File: src/rtl/id_ex_pipe_reg.sv
// ID/EX pipeline register with valid bit, hold/bubble control, load-use detect and perf counters.
// Latency: one cycle decode->execute; load_use_hazard is combinational from registered state.
// Backpressure: stall holds all contents; flush overrides stall and inserts a NOP bubble.
module id_ex_pipe_reg #(
  parameter int DATA_W      = 32,
  parameter int CTRL_W      = 14,
  parameter int REG_W       = 5,
  parameter     CTRL_NOP    = 14'd1,
  parameter int MEMREAD_BIT = 3,
  parameter int CNT_W       = 16
) (
  input  logic              clk,
  input  logic              reset,
  input  logic              stall,
  input  logic              flush,
  input  logic              in_valid,
  input  logic [CTRL_W-1:0] control_in,
  input  logic [DATA_W-1:0] pc_4_in,
  input  logic [DATA_W-1:0] rs_in,
  input  logic [DATA_W-1:0] rt_in,
  input  logic [DATA_W-1:0] offset_in,
  input  logic [REG_W-1:0]  if_id_rs,
  input  logic [REG_W-1:0]  if_id_rt,
  input  logic [REG_W-1:0]  if_id_rd,
  input  logic              cnt_clr,
  output logic              valid_out,
  output logic [CTRL_W-1:0] control_out,
  output logic [DATA_W-1:0] pc_4_out,
  output logic [DATA_W-1:0] rs_out,
  output logic [DATA_W-1:0] rt_out,
  output logic [DATA_W-1:0] offset_out,
  output logic [REG_W-1:0]  id_ex_rs,
  output logic [REG_W-1:0]  id_ex_rt,
  output logic [REG_W-1:0]  id_ex_rd,
  output logic              load_use_hazard,
  output logic [CNT_W-1:0]  stall_cnt,
  output logic [CNT_W-1:0]  bubble_cnt
);

  localparam logic [CTRL_W-1:0] NOP_V = CTRL_W'(CTRL_NOP);

  // A NOP encoding that does not fit the control bundle would be silently truncated.
  if ((CTRL_NOP >> CTRL_W) != 0) begin : g_ctrl_nop_too_wide
    $error("id_ex_pipe_reg: CTRL_NOP does not fit in CTRL_W bits");
  end
  if (MEMREAD_BIT >= CTRL_W) begin : g_memread_out_of_range
    $error("id_ex_pipe_reg: MEMREAD_BIT outside control bundle");
  end

  logic hold_edge;
  logic bubble_edge;

  // Classify this edge: a held cycle, or a cycle where a bubble enters EX.
  always_comb begin
    hold_edge   = stall & ~flush;
    bubble_edge = flush | (~stall & ~in_valid);
  end

  // Stage contents: flush beats stall beats load.
  always_ff @(posedge clk or posedge reset) begin
    if (reset) begin
      valid_out   <= 1'b0;
      control_out <= NOP_V;
      pc_4_out    <= '0;
      rs_out      <= '0;
      rt_out      <= '0;
      offset_out  <= '0;
      id_ex_rs    <= '0;
      id_ex_rt    <= '0;
      id_ex_rd    <= '0;
    end else if (flush) begin
      valid_out   <= 1'b0;
      control_out <= NOP_V;
      pc_4_out    <= '0;
      rs_out      <= '0;
      rt_out      <= '0;
      offset_out  <= '0;
      id_ex_rs    <= '0;
      id_ex_rt    <= '0;
      id_ex_rd    <= '0;
    end else if (!stall) begin
      valid_out   <= in_valid;
      // An empty decode slot must not carry live write/memory enables into EX.
      control_out <= in_valid ? control_in : NOP_V;
      pc_4_out    <= pc_4_in;
      rs_out      <= rs_in;
      rt_out      <= rt_in;
      offset_out  <= offset_in;
      id_ex_rs    <= if_id_rs;
      id_ex_rt    <= if_id_rt;
      id_ex_rd    <= if_id_rd;
    end
  end

  // Load in EX whose destination is a source of the decode instruction; r0 is hardwired zero.
  always_comb begin
    load_use_hazard = valid_out & control_out[MEMREAD_BIT] & (id_ex_rt != '0) &
                      ((id_ex_rt == if_id_rs) | (id_ex_rt == if_id_rt));
  end

  // Saturating performance counters; clear wins over increment and leaves the stage alone.
  always_ff @(posedge clk or posedge reset) begin
    if (reset) begin
      stall_cnt  <= '0;
      bubble_cnt <= '0;
    end else if (cnt_clr) begin
      stall_cnt  <= '0;
      bubble_cnt <= '0;
    end else begin
      if (hold_edge && (stall_cnt != '1)) begin
        stall_cnt <= stall_cnt + CNT_W'(1);
      end
      if (bubble_edge && (bubble_cnt != '1)) begin
        bubble_cnt <= bubble_cnt + CNT_W'(1);
      end
    end
  end

endmodule

File: config.mk
export PLATFORM = sky130hd
export DESIGN_NAME = id_ex_pipe_reg
export DESIGN_NICKNAME = d
export VERILOG_FILES = /design/src/rtl/id_ex_pipe_reg.sv
export SDC_FILE = /design/constraint.sdc
export NUM_CORES = 1
export LEC_CHECK = 0
export BUFFER_PORTS_ARGS = -buffer_cell sky130_fd_sc_hd__clkbuf_2
export CAP_MARGIN = 10
export CORE_ASPECT_RATIO = 0.5
export CORE_MARGIN = 1
export CORE_UTILIZATION = 40
export CTS_BUF_LIST = sky130_fd_sc_hd__clkbuf_2
export CTS_CLUSTER_DIAMETER = 50
export DETAILED_ROUTE_END_ITERATION = 12
export GPL_ROUTABILITY_DRIVEN = 0
export PLACE_DENSITY = 0.75
export SETUP_SLACK_MARGIN = 0.02
export SLEW_MARGIN = 20
export SYNTH_ARGS = -nofsm -noshare
export SYNTH_HDL_FRONTEND = slang
export SYNTH_SLANG_ARGS = --single-unit
File: constraint.sdc
create_clock -name clk -period 6.7 [get_ports clk]
set_input_delay 0.67 -clock clk [delete_from_list [all_inputs] [get_ports clk]]
set_output_delay 0.67 -clock clk [all_outputs]
set_load 0.005 [all_outputs]
==> impl_results.html <==
<table>
<tr><th>Metric</th><th>Value</th></tr>
<tr><th colspan="2">STA</th></tr>
<tr><td>Final setup violation count</td><td>0</td></tr>
<tr><td>Worst clock skew</td><td>about 0.024 ns</td></tr>
<tr><td>Fin. Hold Viols</td><td>0</td></tr>
<tr><td>Summed negative setup slack over all endpoints</td><td>0 ns</td></tr>
<tr><td>Minimum clock period after layout</td><td>2.85 ns</td></tr>
<tr><td>Slew @ Worst Pin</td><td>0.991 ns</td></tr>
<tr><td>RSZ-0062 raised after global routing</td><td>false</td></tr>
<tr><td>Max frequency</td><td>about 0.35 GHz</td></tr>
<tr><td>Final max-slew violation count</td><td>0</td></tr>
<tr><td>Final period util</td><td>0.425</td></tr>
<tr><td>Worst-case headroom to the max-slew limit</td><td>0.336</td></tr>
<tr><th colspan="2">Route</th></tr>
<tr><td>DR iter-0 viols</td><td>~340</td></tr>
<tr><td>Via count of the routed design</td><td>6514</td></tr>
<tr><td>Post-route DRC violation count</td><td>0</td></tr>
<tr><td>Total wirelength of the detailed-routed design</td><td>around 21000 µm</td></tr>
<tr><td>Wire length per cell after detailed routing</td><td>15.7 µm</td></tr>
<tr><td>Total iterations of the first detailed-routing run</td><td>5</td></tr>
<tr><td>Antenna-violating nets left</td><td>0</td></tr>
<tr><td>Vias/cell</td><td>4.92</td></tr>
<tr><th colspan="2">Global routing</th></tr>
<tr><td>Global routing usage summed across all routing layers</td><td>0.192</td></tr>
<tr><td>Maximum number of pins on one net before global-route repair</td><td>130</td></tr>
<tr><td>Number of antenna violations at the first check in global routing</td><td>1</td></tr>
<tr><td>Sum of overflow across all layers after global routing</td><td>0</td></tr>
<tr><td>Global-route wire length before repair</td><td>roughly 31000 µm</td></tr>
<tr><td>Via count of the first global-routing pass</td><td>6004</td></tr>
<tr><th colspan="2">Clocking</th></tr>
<tr><td>Clock sinks</td><td>between 150 and 200</td></tr>
<tr><td>Buffer cell driving the clock tree root</td><td>clkbuf_2</td></tr>
<tr><td>Clk buf depth</td><td>2</td></tr>
<tr><td>Post-cts repair resize count</td><td>0</td></tr>
<tr><td>H-tree Lvls</td><td>4</td></tr>
<tr><td>Register clock-pin slew on the reported worst setup and hold paths</td><td>0.27 ns</td></tr>
<tr><td>Insertion delay to the later sink of the worst-skew pair</td><td>between 0.7 and 0.8 ns</td></tr>
<tr><td>Total clock buffers created by CTS</td><td>17</td></tr>
<tr><td>TritonCTS clock tree</td><td>done</td></tr>
<tr><th colspan="2">Die</th></tr>
<tr><td>Initial cell density of the core</td><td>0.412</td></tr>
<tr><td>Standard-cell row count</td><td>36</td></tr>
<tr><td>Chip height</td><td>102 µm</td></tr>
<tr><td>Die area</td><td>20800 µm²</td></tr>
<tr><td>Floorplan Core Area</td><td>between 15000 and 20000 µm²</td></tr>
<tr><td>Boundary Pins</td><td>354</td></tr>
<tr><td>DIE WIDTH</td><td>203 µm</td></tr>
<tr><th colspan="2">Setup path</th></tr>
<tr><td>Critical Path, Cell by Cell</td><td>or4_1, o211ai_1, a21oi_1, clkbuf_2</td></tr>
<tr><td>CP max FO</td><td>5</td></tr>
<tr><td>Slowest cell on the critical path</td><td>or4_1</td></tr>
<tr><td>Crit Path Category</td><td>flip-flop to output pin</td></tr>
<tr><td>Category of the worst setup path launch point</td><td>flip-flop</td></tr>
<tr><td>Buffers and inverters on the worst path</td><td>1</td></tr>
<tr><td>Maximum single-stage delay on the critical path</td><td>0.54 ns</td></tr>
<tr><td>Sort of element at the end of the critical path</td><td>output pin</td></tr>
<tr><td>Data arrival at the endpoint of the critical path</td><td>roughly 2.2 ns</td></tr>
<tr><td>Reg2reg setup slack</td><td>4.77 ns</td></tr>
<tr><td>Top delay family on crit path</td><td>simple AND/OR/NAND/NOR gates</td></tr>
<tr><td>Critical path required time</td><td>6.03 ns</td></tr>
<tr><th colspan="2">Final layout</th></tr>
<tr><td>Commonest non-fill, non-tap cells in the layout</td><td>clkbuf_2 (370), dfrtp_1 (189), nor2_1 (172)</td></tr>
<tr><td>Non-Filler Cell Area, Final</td><td>10400 µm²</td></tr>
<tr><td>Fraction of final layout cells with drive strength greater than 1</td><td>0.372</td></tr>
<tr><td>Signed area change from the synthesized netlist to the final layout</td><td>29.0%</td></tr>
<tr><td>Most frequent standard cell in the layout excluding fill and tap cells</td><td>clkbuf_2</td></tr>
<tr><td>NumNets Final</td><td>1210</td></tr>
<tr><th colspan="2">Power and ir drop</th></tr>
<tr><td>Areal power density over the cells</td><td>197 nW/µm²</td></tr>
<tr><td>Total power draw</td><td>roughly 2 mW</td></tr>
<tr><td>Static power due to leakage</td><td>5.78 nW</td></tr>
<tr><td>Peak supply drop</td><td>0.0845 mV</td></tr>
<tr><th colspan="2">Logic synthesis</th></tr>
<tr><td>Synthesized netlist net count</td><td>861</td></tr>
<tr><td>FFs w/ async S/R, synth</td><td>1.00</td></tr>
<tr><td>Sequential element share of the synthesized area</td><td>0.590</td></tr>
<tr><td>Post-synth top flop</td><td>dfrtp_1</td></tr>
<tr><td>Cell count after synthesis</td><td>about 700</td></tr>
<tr><td>Netlist area before placement</td><td>8060 µm²</td></tr>
<tr><td>Flop and latch count out of synthesis</td><td>190</td></tr>
<tr><td>Number of flops mapped to enable cells by yosys</td><td>0</td></tr>
<tr><td>Number of distinct standard cells referenced by the synthesized netlist</td><td>40</td></tr>
<tr><td>Average size of a mapped cell</td><td>between 10 and 15 µm²</td></tr>
<tr><td>Warnings from Yosys</td><td>0</td></tr>
<tr><th colspan="2">Min path</th></tr>
<tr><td>Classification of the worst-slack hold path</td><td>input pin to flip-flop</td></tr>
<tr><th colspan="2">Place</th></tr>
<tr><td>DP Area</td><td>between 10000 and 15000 µm²</td></tr>
<tr><td>Half-perimeter wire length of the detailed placement result</td><td>approximately 15000 µm</td></tr>
<tr><td>Number of port buffers</td><td>353</td></tr>
<tr><th colspan="2">Status</th></tr>
<tr><td>Status</td><td>complete, no violations</td></tr>
<tr><th colspan="2">Run</th></tr>
<tr><td>Maxcap violations</td><td>0</td></tr>
</table>
-- area by class of cell --
class	instances	area (µm²)
Tap cell	266	333
Multi-Input combinational cell	463	3140
Timing Repair Buffer	370	1960
Sequential cell	190	4760
Inverter	3	18.8
Clock buffer	19	95.1
Clock inverter	12	97.6
Antenna cell	1	2.50
Fill cell	1759	9190
-- path summary, 6_finish.rpt --
kind                                      from  cells past startpoint              end
worst max-delay path               id_ex_rt[2]                      4  load_use_hazard
worst min-delay path             offset_in[12]                      3   offset_out[12]
worst max register to register   bubble_cnt[2]                      5   bubble_cnt[14]
worst min register to register  control_out[0]                      2   control_out[0]
max in group asynchronous                reset                      4     stall_cnt[0]
min in group asynchronous                reset                      3      pc_4_out[5]
-- synth_stat cells, types with 2 or more instances --
library cell / n / area share
xor2_1: 23 / 0.025
clkbuf_1: 20 / 0.0093
and3_1: 7 / 0.0054
inv_1: 3 / 0.0014
buf_2: 15 / 0.0093
nand2_1: 8 / 0.0037
nor3_1: 9 / 0.0056
a21oi_1: 9 / 0.0056
dfrtp_1: 189 / 0.59
o211ai_1: 4 / 0.0037
o21ai_0: 9 / 0.0056
a22o_1: 13 / 0.014
nand4_1: 8 / 0.0062
a311oi_1: 2 / 0.0022
nand3_1: 13 / 0.0081
nor3b_1: 3 / 0.0028
mux2i_1: 146 / 0.18
and4_1: 5 / 0.0054
nor2_1: 172 / 0.080
xnor2_1: 10 / 0.011
or3_1: 3 / 0.0023
nand2b_1: 2 / 0.0016
ha_1: 2 / 0.0031
buf_1: 5 / 0.0023
-- layer usage --
| layer | up-vias | global-route usage | part of all wire |
|---|---|---|---|
| met5 | - | 0 | 0 |
| met4 | 0 | 0.0434 | 0.012 |
| met3 | 19 | 0.0475 | 0.045 |
| met2 | 194 | 0.320 | 0.50 |
| met1 | 3222 | 0.254 | 0.44 |
| li1 | 3079 | - | - |
-- through the flow --
stage | std cells | hold slack [ns] | utilization | setup WS (ns)
after floorplan | 696 | 0.490 | - | 0.861
after global placement | 1278 | 0.489 | 0.512 | 3.17
after detailed placement | 1279 | 0.495 | 0.514 | 3.57
after CTS | 1314 | 0.00301 | 0.526 | 3.75
after global routing | 1324 | 0.0145 | 0.531 | 3.67
final | 1324 | 0.113 | 0.531 | 3.85
-- power by group --
part	switching, mW	total, mW	internal [mW]
registers	0.0367	1.24	1.20
clock network	0.389	0.519	0.130
logic	0.150	0.289	0.139
total	0.576	2.05	1.47
-- logic make-up after synthesis --
kind of cell / after synthesis / synth area share
AOI/OAI and AO/OA: 44 / 0.0379
xor gates and xnor gates: 33 / 0.0358
adders and majority gates: 2 / 0.00310
buffers and inverters: 43 / 0.0223
DFF: 190 / 0.590
muxes: 146 / 0.181
and+or+nand+nor: 238 / 0.130
-- state kept, by name (all words and copies together) (netlist names) --
| name | count |
|---|---|
| control_out | 14 |
| rt_out | 32 |
| id_ex_rs | 5 |
| rs_out | 32 |
| id_ex_rd | 5 |
| bubble_cnt | 16 |
| offset_out | 32 |
| pc_4_out | 32 |
| stall_cnt | 16 |
| valid_out | 1 |
| id_ex_rt | 5 |
-- worst register-to-register path: cells and delay by family, from the launching register on --
family | cells | cell delay (ns)
flops | 1 | 0.53
simple gates | 4 | 1.06
mux | 1 | 0.22
-- timing repair --
item / CTS / global route
endpoints found under the hold margin: 9 / 9
buffers inserted: 0 / 0
hold buffers: 4 / 9
(Power assumes the default switching activity.)
